--- src/rtl/spi_pkg.sv ---
// Shared types and constants for the iNEMO SPI master (spi_mnrch) and the
// inert_intf command issuer that drives it.
package spi_pkg;

  typedef enum logic {IDLE, ACTIVE} spi_state_t;

  localparam int DATA_W_DEF = 16;
  localparam int DIV_W_DEF  = 5;

  // Divider preload: the first SCLK fall lands a quarter period after start.
  function automatic int div_load(input int div_w);
    return 2**(div_w-1) + 2**(div_w-2) - 1;
  endfunction

  localparam logic [DIV_W_DEF-1:0] DIV_LOAD = DIV_W_DEF'(div_load(DIV_W_DEF));

  localparam logic [15:0] READ_FLAG = 16'h8000;
  localparam logic [7:0]  WHO_AM_I  = 8'h0F;
  localparam logic [7:0]  INT1_CTRL = 8'h0D;
  localparam logic [7:0]  CTRL2_G   = 8'h11;
  localparam logic [7:0]  OUTZ_L    = 8'h26;
  localparam logic [7:0]  OUTZ_H    = 8'h27;

endpackage

--- src/rtl/spi_mnrch.sv ---
// Mode-3 SPI master: one full-duplex DATA_W-bit transfer per wrt strobe,
// MSB first, SCLK derived from the top bit of a free-running divider.
module spi_mnrch
  import spi_pkg::*;
#(
  parameter int DATA_W = DATA_W_DEF,
  parameter int DIV_W  = DIV_W_DEF
) (
  input  logic              clk,
  input  logic              rst,
  input  logic              wrt,
  input  logic [DATA_W-1:0] wt_data,
  input  logic              MISO,
  output logic              SS_n,
  output logic              SCLK,
  output logic              MOSI,
  output logic              done,
  output logic [DATA_W-1:0] rd_data
);

  localparam int CNT_W = $clog2(DATA_W + 1);
  localparam logic [DIV_W-1:0] LOAD     = DIV_W'(div_load(DIV_W));
  localparam logic [DIV_W-1:0] SMPL_AT  = DIV_W'(2**(DIV_W-1) - 1);
  localparam logic [CNT_W-1:0] LAST_BIT = CNT_W'(DATA_W);

  spi_state_t state, state_nxt;

  logic [DIV_W-1:0]  div;
  logic [CNT_W-1:0]  bit_cnt;
  logic [DATA_W-1:0] shft_reg;
  logic              miso_smpl;
  logic              accept, smpl, shft, finish;

  always_ff @(posedge clk) begin
    if (rst) state <= IDLE;
    else     state <= state_nxt;
  end

  // Sample fires the clk before SCLK rises; shift coincides with SCLK falling,
  // except the very first fall which only opens the transfer.
  always_comb begin
    state_nxt = state;
    accept    = 1'b0;
    smpl      = 1'b0;
    shft      = 1'b0;
    finish    = 1'b0;
    case (state)
      IDLE: begin
        if (wrt) begin
          accept    = 1'b1;
          state_nxt = ACTIVE;
        end
      end
      ACTIVE: begin
        smpl = (div == SMPL_AT);
        shft = (div == '1) && (bit_cnt != '0);
        if (shft && (bit_cnt == LAST_BIT)) begin
          finish    = 1'b1;
          state_nxt = IDLE;
        end
      end
      default: state_nxt = IDLE;
    endcase
  end

  always_ff @(posedge clk) begin
    if (rst) begin
      div       <= '0;
      bit_cnt   <= '0;
      shft_reg  <= '0;
      miso_smpl <= 1'b0;
      SS_n      <= 1'b1;
      done      <= 1'b0;
    end else if (accept) begin
      shft_reg <= wt_data;
      div      <= LOAD;
      bit_cnt  <= '0;
      SS_n     <= 1'b0;
      done     <= 1'b0;
    end else if (state == ACTIVE) begin
      div <= div + 1'b1;
      if (smpl) begin
        miso_smpl <= MISO;
        bit_cnt   <= bit_cnt + 1'b1;
      end
      if (shft) shft_reg <= {shft_reg[DATA_W-2:0], miso_smpl};
      if (finish) begin
        SS_n <= 1'b1;
        done <= 1'b1;
      end
    end
  end

  // SCLK is held high outside a transfer so the final divider wrap makes no edge.
  assign SCLK    = (state == ACTIVE) ? div[DIV_W-1] : 1'b1;
  assign MOSI    = shft_reg[DATA_W-1];
  assign rd_data = shft_reg;

endmodule
--- config.mk ---
export PLATFORM = sky130hd
export DESIGN_NAME = spi_mnrch
export DESIGN_NICKNAME = d
export VERILOG_FILES = /design/src/rtl/spi_pkg.sv /design/src/rtl/spi_mnrch.sv
export SDC_FILE = /design/constraint.sdc
export NUM_CORES = 1
export LEC_CHECK = 0
export ABC_AREA = 1
export CAP_MARGIN = 20
export CELL_PAD_IN_SITES_DETAIL_PLACEMENT = 1
export CELL_PAD_IN_SITES_GLOBAL_PLACEMENT = 2
export CORE_MARGIN = 5
export CORE_UTILIZATION = 36
export CTS_CLUSTER_DIAMETER = 80
export DETAILED_ROUTE_END_ITERATION = 16
export DONT_BUFFER_PORTS = 1
export PLACE_DENSITY = 0.85
export SLEW_MARGIN = 5
export SYNTH_ARGS = -nofsm -noshare
export SYNTH_HDL_FRONTEND = slang
export SYNTH_SLANG_ARGS = --single-unit
--- constraint.sdc ---
create_clock -name clk -period 4 [get_ports clk]
set_clock_uncertainty 0.1 [all_clocks]
set_input_delay 0.8 -clock clk [delete_from_list [all_inputs] [get_ports clk]]
set_output_delay 0.8 -clock clk [all_outputs]
set_load 0.01 [all_outputs]
==> results of run 1 <==
## flip-flops by register name, indices dropped and copies added, names as in the netlist
register and count:
miso_smpl 1, div 5, bit_cnt 5, rd_data 16, done 1, state 1
SS_n 1
## power groups by stage
stage | sequential, uW | clock (uW) | combinational, uW
floorplan | 328 | 0 | 57.1
global placement | 333 | 0 | 51.5
detailed placement | 334 | 0 | 54.4
CTS | 327 | 263 | 54.6
global route | 329 | 280 | 63.4
finish | 327 | 252 | 53.5
## cells in the final DEF, fill, tap and decap left out, drive strengths merged
cell and n:
nand3 22, dfxtp 30, a21oi 19, nor3 5
nor2 15, clkbuf 7, a211oi 1, ha 5
xor2 1, nand2 71, o21ai 7, a221oi 1
a31oi 1, nand4 2, inv 20, clkinv 2
## through the flow
step | cell area (sq um) | hold WS (ns)
floorplan | 1541 | 0.3550
global route | 1604 | 0.4380
detailed placement | 1513 | 0.3992
finish | 1604 | 0.4076
CTS | 1604 | 0.4083
global placement | 1513 | 0.3820
## worst max-delay path, stage by stage (launching register included)
cell     delay (ns)
dfxtp_1        0.58
inv_2          0.13
nand2_2        0.46
inv_4          0.20
nor2_1         0.27
o21ai_0        0.14
a21oi_1        0.15
## final timing paths
check / to
max reg2reg: bit_cnt[1]
max: bit_cnt[1]
min reg2reg: miso_smpl
min: miso_smpl
## cell usage after synthesis, drive strengths merged (2+ instances only)
master / n / area share
a21oi: 19 / 0.086
buf: 9 / 0.057
dfxtp: 30 / 0.39
ha: 5 / 0.041
inv: 20 / 0.050
nand2: 71 / 0.19
nand3: 22 / 0.075
nand4: 2 / 0.0081
nor2: 15 / 0.038
nor3: 5 / 0.019
o21ai: 7 / 0.023
## kinds of logic (layout without fill, tap and decap cells)
group,after synthesis,in the layout,share of synthesized area
AND/OR/NAND/NOR,115,115,0.3279
buffers and inverters,31,29,0.1128
flip-flops,30,30,0.3896
AO/OA/AOI/OAI,29,29,0.1234
adder cells (fa/ha/maj),5,5,0.04058
XOR/XNOR,1,1,0.005683
## layer usage
| metal | part of all wire | routed length [um] | GRT usage |
|---|---|---|---|
| met3 | 0.076 | 302 | 0.06332 |
| met1 | 0.42 | 1647 | 0.1744 |
| met5 | 0 | 0 | 0 |
| met4 | 0.013 | 51 | 0.05631 |
| met2 | 0.49 | 1951 | 0.2560 |
## layout make-up
class	instances	area, sq um	share of cell area
Clock buffer	7	86.33	0.05382
Clock inverter	1	5.005	0.003120
Inverter	21	82.58	0.05148
Multi-Input combinational cell	150	767.0	0.4782
Sequential cell	30	600.6	0.3744
Tap cell	50	62.56	0.03900
==> impl_metrics.ini, run 1 <==
[status]
status = completed

[cts]
cts_buffers = 5
path_clk_slew_ns = 0.06
ctsHoldBuffers = 0
cts_tree = built
cts_max_level = 2
cts_root_buffer = clkbuf_8
clock_path_buffers = 2
cts.sinks = 30
cts_setup_buffers = 0
cts_resized = 0
clkLatencyLatePin_ns = 0.28

[sta]
layout_min_cycle_time_ns = 2.116
setup_violations = 0
tns_ns = 0
relSlewSlack = 0.6152
fmax_mhz = 472.7
hold_viol = 0
slew_violations = 0
rsz0062_at_grt = false
worst_pin_slew_ns = 0.5752
worst_slack_ns = 1.884
min_period_over_period = 0.5289

[placement]
place_congestion = 0.7568
dp_hpwl_um = 2895
post-place-ws_ns = 1.801
portBuffers = 0
place_inst = 251

[cells_and_area]
fillers = 541
fin_nets = 233
area_growth_pct = 4.059
drive_gt1_frac = 0.1340
diodes = 0
final_cells = 259
finish.utilization = 0.3925

[global_route]
grtUsageTotal = 0.1530
antenna_found_initial = 0
grt_pass1_vias = 1388
grt_pass1_wl_um = 6603
grt_max_degree = 30
overflow = 0

[floorplanning]
dieHeight_um = 75.44
coreArea_sq_um = 4086
dieArea_sq_um = 5690
ioPinCount = 40
die_w_um = 75.44
num_rows = 23
initial_utilization = 0.3772

[min_path]
hold_path_startpoint = miso_smpl
hp-class = reg -> reg
hold_depth = 2

[yosys]
synth_seq_cells = 30
synth_cells = 211
synth_cell_type_count = 27
avgSynthCellArea_sq_um = 7.306
yosys_most_used_dff = dfxtp_1
yosysWarnings = 0
seq_area_frac_synth = 0.3896
syn_area_sq_um = 1541
synth-edff-count = 0
async_flop_share = 0
synth_nets = 236

[routing]
via_per_inst = 5.085
wire_per_inst_um = 15.26
final_antenna_net_count = 0
vias = 1317
drt_wl_total_um = 3952
drt-initial-drc-count = 63
drc_errors = 0
drtPass1Iterations = 3

[setup_path]
start_kind = flop
r2r_start = state
crit_arrival_ns = 2.22
setup.worst_path.end_class = flop
crit_start = state
rrSetupSlack_ns = 1.88
criticalPathCategory = reg -> reg
cp_max_fo = 29
r2r_cells = 6
worstPathRequired_ns = 4.10

[power]
p_leak_uw = 0.0006865
p_int_uw = 467.6
p_per_area_nw_per_um2 = 394.4
seqPwrFrac = 0.517
pwr-share-clk = 0.399
p_switching_uw = 165.1
peakVddDrop_mv = 0.2225
p_sw_frac = 0.2609
p_comb_frac = 0.085
p_total_uw = 632.6

[job]
maxCapViolCount = 0
Power figures use the tool's default switching activity.
==> inputs of run 2 (changes only) <==
CORE_UTILIZATION = 34   (was 36)
PLACE_DENSITY = 0.81   (was 0.85)
clock period = 2.2 ns   (was 4 ns; I/O delays follow)
==> run 2 against run 1 <==
Compared with the run above: die area is 5.1% higher; sequential power is 82% higher; critical path depth is 4 higher; non-clock buffer count is 1 higher; sequential share of layout area is 0.63 points lower; cell area is 1.7% higher; wire length is 2.0% higher; global-route usage is 1.4 points lower; register-to-register slack worse by 1.5 ns; largest power group unchanged.
==> impl_metrics.ini, run 2 (synthesis results as in run 1) <==
[setup_path]
crit_chain = ha_1 > nand2_1 > nor2_1 > ha_1 > nand2_2 > clkinv_2 > nand2_4 > nand2_4 > nand2_1 > a21oi_2
cp_top_family = simple AND/OR/NAND/NOR gates
worstPathRequired_ns = 2.31
setup.worst_path.end_class = flop
worst_path_max_delay_cell = dfxtp_1
start_kind = flop
criticalPathCategory = reg -> reg
crit_buf_inv = 1
cpPeakStageDelay_ns = 0.38
crit_arrival_ns = 1.91
cp_max_fo = 17

[cells_and_area]
finish.utilization = 0.3721
final_cell_mix = nand2_1 (66), dfxtp_1 (30), nand3_1 (21)
area_growth_pct = 5.844
diodes = 0
final_cells = 262
layout_commonest_cell = nand2_1
largest_reg_flops = 16
fin_nets = 234
drive_gt1_frac = 0.1429

[sta]
setup_violations = 0
hold_viol = 0
worst_pin_slew_ns = 0.4210
tns_ns = 0
min_period_over_period = 0.8181
layout_min_cycle_time_ns = 1.800
fmax_mhz = 555.6
slew_violations = 0
relSlewSlack = 0.7190
rsz0062_at_grt = false

[routing]
vias = 1341
via_per_inst = 5.118
wire_per_inst_um = 15.38
drc_errors = 0
drt-initial-drc-count = 43
final_antenna_net_count = 0
drtPass1Iterations = 4
drt_wl_total_um = 4030

[floorplanning]
initial_utilization = 0.3516
coreArea_sq_um = 4384
dieHeight_um = 77.34
ioPinCount = 40
dieArea_sq_um = 5981
num_rows = 24
die_w_um = 77.34

[cts]
cts_root_buffer = clkbuf_8
clkLatencyLatePin_ns = 0.28
ctsHoldBuffers = 0
path_clk_slew_ns = 0.07
cts_max_level = 2
clock_path_buffers = 2
cts_buffers = 5
cts_resized = 0
cts_tree = built
cts.sinks = 30
cts_setup_buffers = 0

[power]
peakVddDrop_mv = 0.2806
p_leak_uw = 0.0007008
p_per_area_nw_per_um2 = 759.2

[placement]
place_congestion = 0.7638
place_inst = 254
portBuffers = 0
dp_hpwl_um = 3039

[global_route]
antenna_found_initial = 0
overflow = 0
grt_pass1_vias = 1417
grtUsageTotal = 0.1392
grt_pass1_wl_um = 6803
grt_max_degree = 22

[min_path]
hp-class = in -> reg

[status]
status = completed

[job]
maxCapViolCount = 0
==> run 2: changes by cell type in the layout (fill, tap and decap cells not counted) <==
| cell | before | now |
|---|---|---|
| clkinv_2 | 2 | 3 |
| buf_4 | 0 | 1 |
| clkbuf_1 | 1 | 0 |
| clkbuf_8 | 6 | 5 |
| bufinv_16 | 0 | 1 |
==> run 2: metrics by stage <==
stage	hold WS, ns	total power, uW	cell area [sq um]	setup WS (ns)
floorplan	0.3550	700.5	1541	0.6033
global placement	0.3814	703.3	1523	0.4952
detailed placement	0.4081	710.1	1523	0.3853
CTS	0.1105	1256	1632	0.3753
global route	0.1083	1296	1632	0.2073
finish	0.1178	1239	1632	0.4001
==> run 2: final timing paths <==
check                           depth (start not counted)  slack (ns)    from         end
worst min-delay path                                    1        0.12     rst  rd_data[6]
worst max register to register                         10        0.40  div[0]  rd_data[0]
worst max-delay path                                   10        0.40  div[0]  rd_data[0]
worst min register to register                          1        0.42  div[0]      div[0]
==> run 2: layout make-up <==
type / instances / area [sq um]
clock buffer: 5 / 68.82
clock inverter: 3 / 40.04
fill: 559 / 2753
inverter: 21 / 82.58
multi-input combinational: 150 / 767.0
sequential: 30 / 600.6
tap: 52 / 65.06
timing repair buffer: 1 / 7.507
==> run 2: where the power goes <==
part           switching, uW  internal (uW)
Sequential              28.9            565
Combinational           66.7           34.3
Clock                    211            333
==> run 2: routing by layer <==
layer  part of all wire  up-vias  track usage
li1                   -      668            -
met1               0.41      645       0.1458
met2               0.51       24       0.2542
met3              0.069        4      0.05903
met4              0.010        0      0.03608
met5                  0        -            0
==> inputs of run 3 (changes only) <==
CORE_UTILIZATION = 30   (was 34)
PLACE_DENSITY = 0.76   (was 0.81)
clock period = 1.44 ns   (was 2.2 ns; I/O delays follow)
==> run 3 against run 2 <==
Compared with the run above: the run now ends with setup timing left; cell area increased by 26%; via count increased by 3.5%; die area increased by 12%; combinational power increased by 120%; critical path depth unchanged; critical path type unchanged.
==> impl_metrics.ini, run 3 (synthesis results as in run 1) <==
[cts]
path_clk_slew_ns = 0.06
clkLatencyLatePin_ns = 0.28
cts.sinks = 30
clock_path_buffers = 2
cts_root_buffer = clkbuf_8
cts_buffers = 5
cts_tree = built
cts_max_level = 2

[setup_path]
crit_arrival_ns = 1.60
cp_max_fo = 7
cp_top_family = simple AND/OR/NAND/NOR gates
setup.worst_path.end_class = flop
rrSetupSlack_ns = -0.13
r2r_cells = 10
start_kind = flop
worst_path_max_delay_cell = dfxtp_2
crit_chain = ha_4 > nand2_4 > nor2_4 > ha_4 > nand2_4 > clkinv_4 > nand2_8 > buf_12 > nand3_2 > a21oi_1
regToRegEndpoint = rd_data[9]
criticalPathCategory = reg -> reg
crit_buf_inv = 2
cpPeakStageDelay_ns = 0.35
r2r_start = div[0]
worstPathRequired_ns = 1.47

[floorplanning]
ioPinCount = 40
dieHeight_um = 81.68
dieArea_sq_um = 6672
initial_utilization = 0.3057
die_w_um = 81.68
num_rows = 26
coreArea_sq_um = 5042

[sta]
rsz0062_at_grt = true
slew_violations = 0
fmax_mhz = 636.9
min_period_over_period = 1.090
setup_violations = 22
layout_min_cycle_time_ns = 1.570
worst_slack_ns = -0.1302
worst_pin_slew_ns = 0.9456
relSlewSlack = 0.3696
hold_viol = 0

[power]
pwr-share-clk = 0.359
p_leak_uw = 0.0008685
p_per_area_nw_per_um2 = 860.5
p_switching_uw = 491.2
p_int_uw = 1281
p_comb_frac = 0.128
peakVddDrop_mv = 0.3582
seqPwrFrac = 0.513
p_sw_frac = 0.2772

[routing]
drt-initial-drc-count = 48
vias = 1388
via_per_inst = 4.673
wire_per_inst_um = 14.64
drt_wl_total_um = 4347
drtPass1Iterations = 4
drc_errors = 0
final_antenna_net_count = 0

[placement]
place_inst = 286
place_congestion = 0.6897
dp_hpwl_um = 2967
portBuffers = 0

[cells_and_area]
drive_gt1_frac = 0.3612
fin_nets = 252
fillers = 624
finish.utilization = 0.4084
diodes = 0
layout_commonest_cell = nand2_1
area_growth_pct = 33.60
final_cell_mix = nand2_1 (62), dfxtp_1 (28), inv_1 (16)
largest_reg_flops = 16
final_cells = 297

[global_route]
grt_pass1_vias = 1360
overflow = 0
antenna_found_initial = 0
grt_max_degree = 29
grtUsageTotal = 0.1344
grt_pass1_wl_um = 6768

[status]
status = finished with violations
violations = setup timing

[job]
maxCapViolCount = 0

[min_path]
hold_path_startpoint = MISO
hold_depth = 2
min_to = miso_smpl
hp-class = in -> reg
==> run 3: cell types whose count changed in the layout (fill, tap and decap cells not counted), moves of 4 or more <==
cell     before  now
buf_4         1   14
nand2_1      66   62
nand3_1      21    3
nand3_2       1   14
nand3_4       0    5
o21ai_0       7    3
o21ai_2       0    4
==> run 3: metal layers <==
metal	vias to the layer above	routed length, um	GRT usage
li1	704	-	-
met1	649	1874	0.1679
met2	28	2169	0.2150
met3	7	243	0.04715
met4	0	60	0.04485
met5	-	0	0
==> run 3: worst max path at each step <==
stage | slack, ns | depth (start not counted) | start | end
final | -0.13 | 10 | div[0] | rd_data[9]
after detailed placement | -0.19 | 11 | div[1] | bit_cnt[4]
after global placement | -0.12 | 10 | div[1] | rd_data[8]
after floorplan | -0.08 | 11 | div[0] | bit_cnt[4]
after global routing | -0.21 | 10 | div[0] | rd_data[9]
after CTS | -0.15 | 11 | div[0] | bit_cnt[4]
==> run 3: cell type report <==
class,instances,area (sq um),share of cell area
multi-input combinational,150,1023,0.4970
sequential,30,603.1,0.2928
timing repair buffer,19,180.2,0.08748
inverter,21,88.84,0.04313
tap,70,87.58,0.04253
clock buffer,7,76.32,0.03706
==> run 3: power groups by stage <==
| stage | clock network (uW) | logic, uW | registers (uW) |
|---|---|---|---|
| global route | 718 | 255 | 913 |
| CTS | 667 | 206 | 904 |
| global placement | 0 | 179 | 922 |
| finish | 637 | 227 | 909 |
| floorplan | 0 | 161 | 915 |
| detailed placement | 0 | 182 | 923 |
==> run 3: metrics by stage <==
| step | setup TNS [ns] | cell area, sq um | setup WS, ns | hold WS [ns] | total power, uW |
|---|---|---|---|---|---|
| after detailed placement | -3.305 | 1713 | -0.1927 | 0.2567 | 1105 |
| after CTS | -2.926 | 1851 | -0.1518 | 0.03898 | 1777 |
| after global routing | -4.054 | 2059 | -0.2145 | 0.04626 | 1886 |
| after global placement | -1.984 | 1713 | -0.1216 | 0.2540 | 1101 |
| after floorplan | -0.8252 | 1579 | -0.07691 | 0.3074 | 1077 |
| final | -2.009 | 2059 | -0.1302 | 0.04089 | 1772 |
==> run 3: timing repair <==
item / CTS / global route
resized for setup: 7 / 45
setup endpoints to repair: 25 / 27
hold buffers: 1 / 0
pin swaps: 7 / 8
setup buffers: 4 / 0
hold endpoints to repair: 16 / 0
